<file path="config.mk">
export PLATFORM = sky130hd
export DESIGN_NAME = mem_arbiter_flat
export DESIGN_NICKNAME = d
export VERILOG_FILES = /design/src/rtl/mem_arbiter_if.sv /design/src/rtl/mem_arbiter.sv /design/src/flat_wrapper.sv
export SDC_FILE = /design/constraint.sdc
export NUM_CORES = 1
export LEC_CHECK = 0
export CAP_MARGIN = 20
export CORE_AREA = 3 3 214 216
export DETAILED_ROUTE_END_ITERATION = 8
export DIE_AREA = 0 0 217 219
export PLACE_DENSITY_LB_ADDON = 0.15
export SYNTH_ARGS = -nofsm -noshare
export SYNTH_HDL_FRONTEND = slang
export SYNTH_SLANG_ARGS = --single-unit
</file>
<file path="constraint.sdc">
create_clock -name clk -period 1.7 [get_ports clk]
set_input_delay 0.34 -clock clk [delete_from_list [all_inputs] [get_ports clk]]
set_output_delay 0.34 -clock clk [all_outputs]
set_load 0.01 [all_outputs]
</file>
<file path="src/rtl/mem_arbiter_if.sv">
// Bundle of the two client ports and the backend memory port of mem_arbiter.
// The master modport is the arbiter's view; slave is the environment's view.
`ifndef MEMORY_WIDTH
`define MEMORY_WIDTH 64
`endif

interface mem_arbiter_if #(
    parameter int unsigned WIDTH = `MEMORY_WIDTH
);
    logic             c0_write_req;
    logic [31:0]      c0_write_addr;
    logic [WIDTH-1:0] c0_write_data;
    logic             c0_write_ack;
    logic             c0_read_req;
    logic [31:0]      c0_read_addr;
    logic [WIDTH-1:0] c0_read_data;
    logic             c0_read_ack;

    logic             c1_write_req;
    logic [31:0]      c1_write_addr;
    logic [WIDTH-1:0] c1_write_data;
    logic             c1_write_ack;
    logic             c1_read_req;
    logic [31:0]      c1_read_addr;
    logic [WIDTH-1:0] c1_read_data;
    logic             c1_read_ack;

    logic             mem_req;
    logic             mem_we;
    logic [31:0]      mem_addr;
    logic [WIDTH-1:0] mem_wdata;
    logic [WIDTH-1:0] mem_rdata;
    logic             mem_ack;

    modport master (
        input  c0_write_req, c0_write_addr, c0_write_data, c0_read_req, c0_read_addr,
        input  c1_write_req, c1_write_addr, c1_write_data, c1_read_req, c1_read_addr,
        output c0_write_ack, c0_read_data, c0_read_ack,
        output c1_write_ack, c1_read_data, c1_read_ack,
        output mem_req, mem_we, mem_addr, mem_wdata,
        input  mem_rdata, mem_ack
    );

    modport slave (
        output c0_write_req, c0_write_addr, c0_write_data, c0_read_req, c0_read_addr,
        output c1_write_req, c1_write_addr, c1_write_data, c1_read_req, c1_read_addr,
        input  c0_write_ack, c0_read_data, c0_read_ack,
        input  c1_write_ack, c1_read_data, c1_read_ack,
        input  mem_req, mem_we, mem_addr, mem_wdata,
        output mem_rdata, mem_ack
    );
endinterface

</file>
<file path="src/rtl/mem_arbiter.sv">
// Two-client, round-robin arbiter in front of a single line-wide memory port.
// One transaction at a time: IDLE (grant) -> ISSUE (wait mem_ack) -> RESP (ack).
`ifndef MEMORY_WIDTH
`define MEMORY_WIDTH 64
`endif

module mem_arbiter #(
    parameter int unsigned WIDTH = `MEMORY_WIDTH,
    parameter              ALIAS = "arbiter"
) (
    input logic           clk,
    input logic           reset,
    mem_arbiter_if.master bus
);

    typedef enum logic [1:0] {StIdle, StIssue, StResp} state_e;

    state_e           state_q, state_d;
    logic             id_q;      // granted client
    logic             we_q;      // granted op is a write
    logic             prio_q;    // client that wins the next tie
    logic [31:0]      addr_q;
    logic [WIDTH-1:0] wdata_q;
    logic [WIDTH-1:0] rdata0_q, rdata1_q;

    logic             c0_any, c1_any, grant, grant_id, grant_we;
    logic [31:0]      grant_addr;
    logic [WIDTH-1:0] grant_wdata;

    // ALIAS only tags debug output; it has no hardware meaning.
    if (ALIAS == "") begin : g_untagged
    end

    // Arbitration, write-before-read selection and next-state logic.
    always_comb begin
        c0_any      = bus.c0_write_req | bus.c0_read_req;
        c1_any      = bus.c1_write_req | bus.c1_read_req;
        grant       = 1'b0;
        state_d     = state_q;
        grant_id    = c1_any & (~c0_any | prio_q);
        grant_we    = grant_id ? bus.c1_write_req : bus.c0_write_req;
        grant_wdata = grant_id ? bus.c1_write_data : bus.c0_write_data;
        if (grant_id) begin
            grant_addr = grant_we ? bus.c1_write_addr : bus.c1_read_addr;
        end else begin
            grant_addr = grant_we ? bus.c0_write_addr : bus.c0_read_addr;
        end
        unique case (state_q)
            StIdle: begin
                if (c0_any || c1_any) begin
                    grant   = 1'b1;
                    state_d = StIssue;
                end
            end
            StIssue: begin
                if (bus.mem_ack) begin
                    state_d = StResp;
                end
            end
            StResp:  state_d = StIdle;
            default: state_d = StIdle;
        endcase
    end

    // State, latched transaction and per-client read data registers.
    always_ff @(posedge clk) begin
        if (reset) begin
            state_q  <= StIdle;
            id_q     <= 1'b0;
            we_q     <= 1'b0;
            prio_q   <= 1'b0;
            addr_q   <= '0;
            wdata_q  <= '0;
            rdata0_q <= '0;
            rdata1_q <= '0;
        end else begin
            state_q <= state_d;
            if (grant) begin
                id_q   <= grant_id;
                we_q   <= grant_we;
                addr_q <= grant_addr;
                prio_q <= ~grant_id;
                if (grant_we) begin
                    wdata_q <= grant_wdata;
                end
            end
            // Only the granted client's read data moves; the other holds its line.
            if (state_q == StIssue && bus.mem_ack && !we_q) begin
                if (id_q) begin
                    rdata1_q <= bus.mem_rdata;
                end else begin
                    rdata0_q <= bus.mem_rdata;
                end
            end
        end
    end

    // Backend request and single-cycle client acks decoded from the state.
    always_comb begin
        bus.mem_req      = (state_q == StIssue);
        bus.mem_we       = we_q;
        bus.mem_addr     = addr_q;
        bus.mem_wdata    = wdata_q;
        bus.c0_read_data = rdata0_q;
        bus.c1_read_data = rdata1_q;
        bus.c0_write_ack = 1'b0;
        bus.c0_read_ack  = 1'b0;
        bus.c1_write_ack = 1'b0;
        bus.c1_read_ack  = 1'b0;
        if (state_q == StResp) begin
            bus.c0_write_ack = ~id_q &  we_q;
            bus.c0_read_ack  = ~id_q & ~we_q;
            bus.c1_write_ack =  id_q &  we_q;
            bus.c1_read_ack  =  id_q & ~we_q;
        end
    end

endmodule

</file>
<file path="src/flat_wrapper.sv">
// flat-port wrapper written by rule: the top's interface ports become plain ports
module mem_arbiter_flat 
#(
    parameter int unsigned WIDTH = `MEMORY_WIDTH,
    parameter              ALIAS = "       "
)
  (clk, reset, bus_c0_write_req, bus_c0_write_addr, bus_c0_write_data, bus_c0_read_req, bus_c0_read_addr, bus_c1_write_req, bus_c1_write_addr, bus_c1_write_data, bus_c1_read_req, bus_c1_read_addr, bus_c0_write_ack, bus_c0_read_data, bus_c0_read_ack, bus_c1_write_ack, bus_c1_read_data, bus_c1_read_ack, bus_mem_req, bus_mem_we, bus_mem_addr, bus_mem_wdata, bus_mem_rdata, bus_mem_ack);
  mem_arbiter_if #(.WIDTH(WIDTH)) bus_i ();
  input logic clk;
  input logic reset;
  input wire logic [$bits(bus_i.c0_write_req)-1:0] bus_c0_write_req;
  input wire logic [$bits(bus_i.c0_write_addr)-1:0] bus_c0_write_addr;
  input wire logic [$bits(bus_i.c0_write_data)-1:0] bus_c0_write_data;
  input wire logic [$bits(bus_i.c0_read_req)-1:0] bus_c0_read_req;
  input wire logic [$bits(bus_i.c0_read_addr)-1:0] bus_c0_read_addr;
  input wire logic [$bits(bus_i.c1_write_req)-1:0] bus_c1_write_req;
  input wire logic [$bits(bus_i.c1_write_addr)-1:0] bus_c1_write_addr;
  input wire logic [$bits(bus_i.c1_write_data)-1:0] bus_c1_write_data;
  input wire logic [$bits(bus_i.c1_read_req)-1:0] bus_c1_read_req;
  input wire logic [$bits(bus_i.c1_read_addr)-1:0] bus_c1_read_addr;
  output wire logic [$bits(bus_i.c0_write_ack)-1:0] bus_c0_write_ack;
  output wire logic [$bits(bus_i.c0_read_data)-1:0] bus_c0_read_data;
  output wire logic [$bits(bus_i.c0_read_ack)-1:0] bus_c0_read_ack;
  output wire logic [$bits(bus_i.c1_write_ack)-1:0] bus_c1_write_ack;
  output wire logic [$bits(bus_i.c1_read_data)-1:0] bus_c1_read_data;
  output wire logic [$bits(bus_i.c1_read_ack)-1:0] bus_c1_read_ack;
  output wire logic [$bits(bus_i.mem_req)-1:0] bus_mem_req;
  output wire logic [$bits(bus_i.mem_we)-1:0] bus_mem_we;
  output wire logic [$bits(bus_i.mem_addr)-1:0] bus_mem_addr;
  output wire logic [$bits(bus_i.mem_wdata)-1:0] bus_mem_wdata;
  input wire logic [$bits(bus_i.mem_rdata)-1:0] bus_mem_rdata;
  input wire logic [$bits(bus_i.mem_ack)-1:0] bus_mem_ack;
  assign bus_i.c0_write_req = bus_c0_write_req;
  assign bus_i.c0_write_addr = bus_c0_write_addr;
  assign bus_i.c0_write_data = bus_c0_write_data;
  assign bus_i.c0_read_req = bus_c0_read_req;
  assign bus_i.c0_read_addr = bus_c0_read_addr;
  assign bus_i.c1_write_req = bus_c1_write_req;
  assign bus_i.c1_write_addr = bus_c1_write_addr;
  assign bus_i.c1_write_data = bus_c1_write_data;
  assign bus_i.c1_read_req = bus_c1_read_req;
  assign bus_i.c1_read_addr = bus_c1_read_addr;
  assign bus_c0_write_ack = bus_i.c0_write_ack;
  assign bus_c0_read_data = bus_i.c0_read_data;
  assign bus_c0_read_ack = bus_i.c0_read_ack;
  assign bus_c1_write_ack = bus_i.c1_write_ack;
  assign bus_c1_read_data = bus_i.c1_read_data;
  assign bus_c1_read_ack = bus_i.c1_read_ack;
  assign bus_mem_req = bus_i.mem_req;
  assign bus_mem_we = bus_i.mem_we;
  assign bus_mem_addr = bus_i.mem_addr;
  assign bus_mem_wdata = bus_i.mem_wdata;
  assign bus_i.mem_rdata = bus_mem_rdata;
  assign bus_i.mem_ack = bus_mem_ack;
  mem_arbiter #(.WIDTH(WIDTH), .ALIAS(ALIAS)) u_core (.clk(clk), .reset(reset), .bus(bus_i));
endmodule
</file>
==> flow_summary.toml, run 1 <==
[worst_setup_path]
crit_path_end_kind = "primary output"
cpLargestDelayFamily = "flip-flops"
path_cells = "and2b_2, buf_4, buf_6"
arrival_ps = 1400
criticalPathCategory = "reg -> out"
cp_slowest_stage_delay_ps = 370
critPathSlowestCell = "dfxtp_4"
r2r-end = "u_core.bus.mem_wdata[14]$_SDFFE_PP0P_"
startpoint_type = "flop"
r2r_slack_ps = 10
crit_fanout = 4
cp.depth = 3
reg2regPathDepth = 9
r2r-start = "u_core.prio_q$_SDFFE_PP0P_"
endpoint = "bus_mem_req"
startpoint = "u_core.state_q[1]$_SDFFE_PP0P_"
required_ps = 1360
crit_buf_inv = 2

[logic_synthesis]
synth_edf_count = 0
synthArstFlopShare_pct = 0
synth_common_cells = "258 x nand2_1, 229 x dfxtp_1, 131 x a21oi_1"
synth_cell_types = 31
synthesis.nets = 1429
synth-main-ff-cell = "dfxtp_1"
synth.most_common_cell = "nand2_1"
syn_inst = 1102
synth_area_leaders = "dfxtp_1 48%, nand2_1 10%, mux2i_1 10%"
ys_seq_area_share_pct = 47.8
avgSynthCellArea_um2 = 8.70
synth_largest_area_cell = "dfxtp_1"
syn_area_um2 = 9590
ys_ff_latch = 229
ys.warnings.count = 0
synth_top_area_share_pct = 47.8

[grt]
grt_use_total_pct = 16.8
grt_pass1_wl_um = 62700
grt_pass1_vias = 10400
antenna_found_initial = 2
grt_max_degree = 65
grt.overflow.total = 0

[routing]
drtIter0Drc = 441
vias_per_cell = 4.45
antenna_left = 0
drc = 0
routed_wl_um = 44000
vias = 10300
first_pass_iters = 4
wl_per_cell_um = 19.0

[cts]
cts.clk_slew.worst_paths_ps = 60
cts_tree = "built"
hold_buffers = 0
clockBufferDepth = 3
clk_latency_ps = 550
clock_sinks = 229
numCtsBuffers = 29
cts_root_buf = "clkbuf_16"
h-tree-depth = 1

[power_and_ir_drop]
power_mw = 16.9
p_per_area_nw_per_um2 = 933
p_int_mw = 12.4
p_seq_share_pct = 35.5
power.switching_mw = 4.55
p_sw_share_pct = 26.9
leakage_nw = 7.70
pwr-share-comb_pct = 23.4
clockPowerShare_pct = 41.0
ir_drop_v = 0.000710

[floorplanning]
die_area_um2 = 47500
die_y_um = 219
core_um2 = 44100
initial_core_util_pct = 21.7
io_pins = 557
rows = 77
die_x_um = 217

[placement]
portBuffers = 556
place_area_um2 = 16600
dp_hpwl_um = 32600
gp_congestion = 0.792
place_ws_ps = -536

[cells_and_area]
drive_above_1_share_pct = 14.6
syn_to_final_growth_pct = 89.2
final_cell_area_um2 = 18100
fill_cells = 4506
num-nets-final = 2027

[timing]
setup_viol = 3
hold_viol = 0
rsz0062_at_grt = "true"
post-route-min-period_ps = 1740
max_freq_mhz = 575
drv_slew = 0
setup_ws_ps = -38.4
skew_ps = 10.8
relSlewSlack_pct = 71.7
tightest_slew_ps = 424
finalCritPeriodShare_pct = 102

[min_path]
holdCritPathClass = "in -> reg"

[status]
status = "finished, violations left"
failed_checks = "setup timing"

[job]
drv_cap = 0
[placed cells by master (no fill, tap or decap), drive strengths merged, types with 33 or more instances in the layout]
cell type,Yosys,final
dfxtp,229,229
a211oi,64,64
a21oi,132,132
o221ai,33,33
clkbuf,49,43
dlygate4sd2,0,225
mux2i,96,96
buf,55,114
clkdlybuf4s50,0,322
nand2,258,258
nor2,70,70
[metal layers]
layer  vias to the layer above  global-route usage, %  share of wire, %
li1                       5103                      -                 -
met4                         0                   5.13               2.5
met3                        56                   5.44               8.7
met5                         -                      0                 0
met1                      4763                   19.6                39
met2                       392                   29.4                50
[final cells by class]
type,instances,area (um^2),share of cell area (%)
diodes,2,5.00,0.0276
clock buffers,36,812,4.48
clock inverters,17,280,1.55
multi-input cells,769,4970,27.4
flip-flops and latches,229,4600,25.3
well taps,592,741,4.09
repair buffers,671,6730,37.1
[registers in the layout, summed over array words and instances (netlist names)]
register and count:
u_core.bus.mem_addr 32, u_core.bus.mem_wdata 64, u_core.bus.c1_read_data 64, u_core.state_q 2, u_core.id_q 1, u_core.bus.mem_we 1
u_core.prio_q 1, u_core.bus.c0_read_data 64
[kinds of logic after synthesis]
logic type | synth area share [%]
compound gates | 17.3
buf+inv | 5.17
flops | 47.8
mux | 10.0
simple gates | 19.6
[how the worst min path moves through the flow]
stage	startpoint	cells after the start	slack, ps	to
after detailed placement	u_core.bus.c1_read_data[14]$_SDFFE_PP0P_	2	450	u_core.bus.c1_read_data[14]$_SDFFE_PP0P_
after floorplan	bus_mem_rdata[0]	2	480	u_core.bus.c0_read_data[0]$_SDFFE_PP0P_
final	reset	2	130	u_core.bus.mem_addr[18]$_SDFFE_PP0P_
after global routing	reset	2	120	u_core.bus.mem_addr[18]$_SDFFE_PP0P_
after CTS	reset	2	120	u_core.bus.mem_addr[20]$_SDFFE_PP0P_
after global placement	u_core.bus.c0_read_data[47]$_SDFFE_PP0P_	2	440	u_core.bus.c0_read_data[47]$_SDFFE_PP0P_
[through the flow]
stage	utilization (%)	hold slack, ps	cells	TNS [ps]
2_1_floorplan	-	476	1102	0
3_3_place_gp	37.5	442	2244	-65450
3_5_place_dp	37.5	445	2244	-67100
4_1_cts	39.5	118	2297	-1110
5_1_grt	41.1	121	2316	-3500
6_report	41.1	134	2316	-97.7
[repair_timing]
action                                  in CTS  in global routing
setup buffers                                0                 10
gates cloned                                 1                  7
endpoints found under the hold margin        0                  0
pin swaps                                    4                 15
endpoints found under the setup margin     297                226
resized for setup                          266                 87
[power by group through the flow]
stage / registers (mW) / logic (mW) / clock network (mW)
final: 6.01 / 3.96 / 6.94
after CTS: 6.01 / 3.75 / 7.15
after detailed placement: 6.13 / 3.98 / 0
after floorplan: 6.30 / 1.33 / 0
after global placement: 6.13 / 3.98 / 0
after global routing: 6.06 / 4.26 / 7.35
Note: power is estimated with default switching activity, not from simulation.
==> run 2: changes to the inputs <==
--- a/config.mk
+++ b/config.mk
@@ -6,9 +6,9 @@
 export NUM_CORES = 1
 export LEC_CHECK = 0
 export CAP_MARGIN = 20
-export CORE_AREA = 3 3 214 216
+export CORE_AREA = 3 3 218 220
 export DETAILED_ROUTE_END_ITERATION = 8
-export DIE_AREA = 0 0 217 219
+export DIE_AREA = 0 0 221 223
 export PLACE_DENSITY_LB_ADDON = 0.15
 export SYNTH_ARGS = -nofsm -noshare
 export SYNTH_HDL_FRONTEND = slang
==> constraint.sdc (replaced) <==
create_clock -name clk -period 1.9 [get_ports clk]
set_input_delay 0.38 -clock clk [delete_from_list [all_inputs] [get_ports clk]]
set_output_delay 0.38 -clock clk [all_outputs]
set_load 0.01 [all_outputs]
==> run 2 against run 1 <==
Compared with the run above:
- the flow now finishes without violations
- non-clock buffer count is 38 lower
- sequential share of layout area is 0.91 points higher
- worst hold slack better by 200 ps
- wire length is 3.7% lower
- clock-buffer cell count stayed put
- clock skew is 2.9 ps higher
- highest routed layer is now met5
==> flow_summary.toml, run 2 (synthesis gave the netlist of run 1 again) <==
[power_and_ir_drop]
leakage_nw = 6.85
ir_drop_v = 0.000561
p_int_mw = 10.9
pwr-share-comb_pct = 23.1
p_seq_share_pct = 36.4
power.switching_mw = 3.92
clockPowerShare_pct = 40.6
p_per_area_nw_per_um2 = 845
p_sw_share_pct = 26.5

[grt]
grt_pass1_vias = 10200
met3_usage_pct = 5.57
antenna_found_initial = 5
grt_pass1_wl_um = 63300
grt_max_degree = 103
grt.busiest_layer = "met2"
grt_use_total_pct = 16.3
grt.overflow.total = 0
met1_usage_pct = 18.5
use_met2_pct = 29.1

[min_path]
holdCritPathClass = "in -> reg"

[job]
drv_cap = 0

[cells_and_area]
drive_above_1_share_pct = 9.04
num-nets-final = 1988
final_cell_area_um2 = 17500
final_common_cell = "clkdlybuf4s50_1"
syn_to_final_growth_pct = 82.6
layout_common_cells = "494 x clkdlybuf4s50_1, 258 x nand2_1, 225 x dfxtp_1"
finalNonFillerCells = 2286

[floorplanning]
die_y_um = 223
io_pins = 557
initial_core_util_pct = 21.1
die_x_um = 221
die_area_um2 = 49300
core_um2 = 45500
rows = 78

[worst_setup_path]
path_cells = "clkdlybuf4s50_1"
cp_slowest_stage_delay_ps = 560
critPathSlowestCell = "clkdlybuf4s50_1"
cpLargestDelayFamily = "buffers and inverters"
crit_path_end_kind = "primary output"
crit_buf_inv = 1
arrival_ps = 1470
startpoint_type = "flop"
criticalPathCategory = "reg -> out"
crit_fanout = 2
required_ps = 1520

[timing]
hold_viol = 0
holdWs_ps = 337
max_freq_mhz = 541
setup_viol = 0
skew_ps = 13.7
drv_slew = 0
relSlewSlack_pct = 69.5
finalCritPeriodShare_pct = 97.2
post-route-min-period_ps = 1850
tightest_slew_ps = 458

[routing]
drtIter0Drc = 448
vias = 10000
antenna_left = 0
first_pass_iters = 5
routed_wl_um = 42300
drc = 0
vias_per_cell = 4.39
wl_per_cell_um = 18.5

[cts]
cts.clk_slew.worst_paths_ps = 60
clock_sinks = 229
cts_tree = "built"
clockBufferDepth = 3
numCtsBuffers = 28
cts_root_buf = "clkbuf_16"
hold_buffers = 0
clk_latency_ps = 560
h-tree-depth = 1

[placement]
gp_congestion = 0.778
place_inst = 2230
dp_hpwl_um = 32100
place_area_um2 = 16400
portBuffers = 556

[status]
status = "finished, final reports clean"
[run 2: power groups by stage]
stage                     clock, mW  combinational [mW]  sequential, mW
after detailed placement          0                3.52            5.48
after CTS                      6.21                3.48            5.38
final                          6.00                3.41            5.38
after global routing           6.37                3.69            5.43
after global placement            0                3.51            5.47
after floorplan                   0                1.19            5.63
[run 2: path summary, 6_finish.rpt]
path	cells past startpoint	start	to	slack, ps
worst max-delay path	1	u_core.bus.mem_wdata[11]$_SDFFE_PP0P_	bus_mem_wdata[11]	50
worst min-delay path	3	reset	u_core.bus.mem_wdata[60]$_SDFFE_PP0P_	340
worst max register to register	6	u_core.state_q[1]$_SDFFE_PP0P_	u_core.bus.mem_addr[24]$_SDFFE_PP0P_	160
worst min register to register	2	u_core.bus.c0_read_data[54]$_SDFFE_PP0P_	u_core.bus.c0_read_data[54]$_SDFFE_PP0P_	450
[run 2: through the flow]
step / setup TNS, ps / util (%) / total power [mW] / setup WS, ps
final: 0 / 38.5 / 14.8 / 52.9
after global routing: -5.78 / 38.5 / 15.5 / -5.78
after CTS: 0 / 38.3 / 15.1 / 0.660
after detailed placement: -38710 / 36.1 / 9.00 / -429
after global placement: -38870 / 36.1 / 8.98 / -438
after floorplan: 0 / - / 6.82 / 239
[run 2: routing by layer]
metal / vias to the layer above / routed length, um
met4: 2 / 819
met5: - / 13
met2: 379 / 21100
met1: 4578 / 16800
li1: 5021 / -
met3: 50 / 3670
[run 2: what timing repair did]
action,4_1_cts,5_1_grt
resized for setup,60,29
endpoints found under the setup margin,64,47
pin swaps,0,1
buffers inserted,0,1
gates cloned,0,0
[run 2: layout make-up]
type	instances	area [um^2]
Timing Repair Buffer	633	6520
Clock buffer	36	801
Fill cell	4688	28000
Sequential cell	229	4600
Antenna cell	4	10.0
Multi-Input combinational cell	769	4580
Clock inverter	15	246
Tap cell	600	751
==> run 3: changes to the inputs <==
--- a/config.mk
+++ b/config.mk
@@ -10,6 +10,7 @@
 export DETAILED_ROUTE_END_ITERATION = 8
 export DIE_AREA = 0 0 221 223
 export PLACE_DENSITY_LB_ADDON = 0.15
+export SLEW_MARGIN = 20
 export SYNTH_ARGS = -nofsm -noshare
 export SYNTH_HDL_FRONTEND = slang
 export SYNTH_SLANG_ARGS = --single-unit
==> results of run 3 <==
No change in the layout: final DEF, timing and power equal those of run 2.
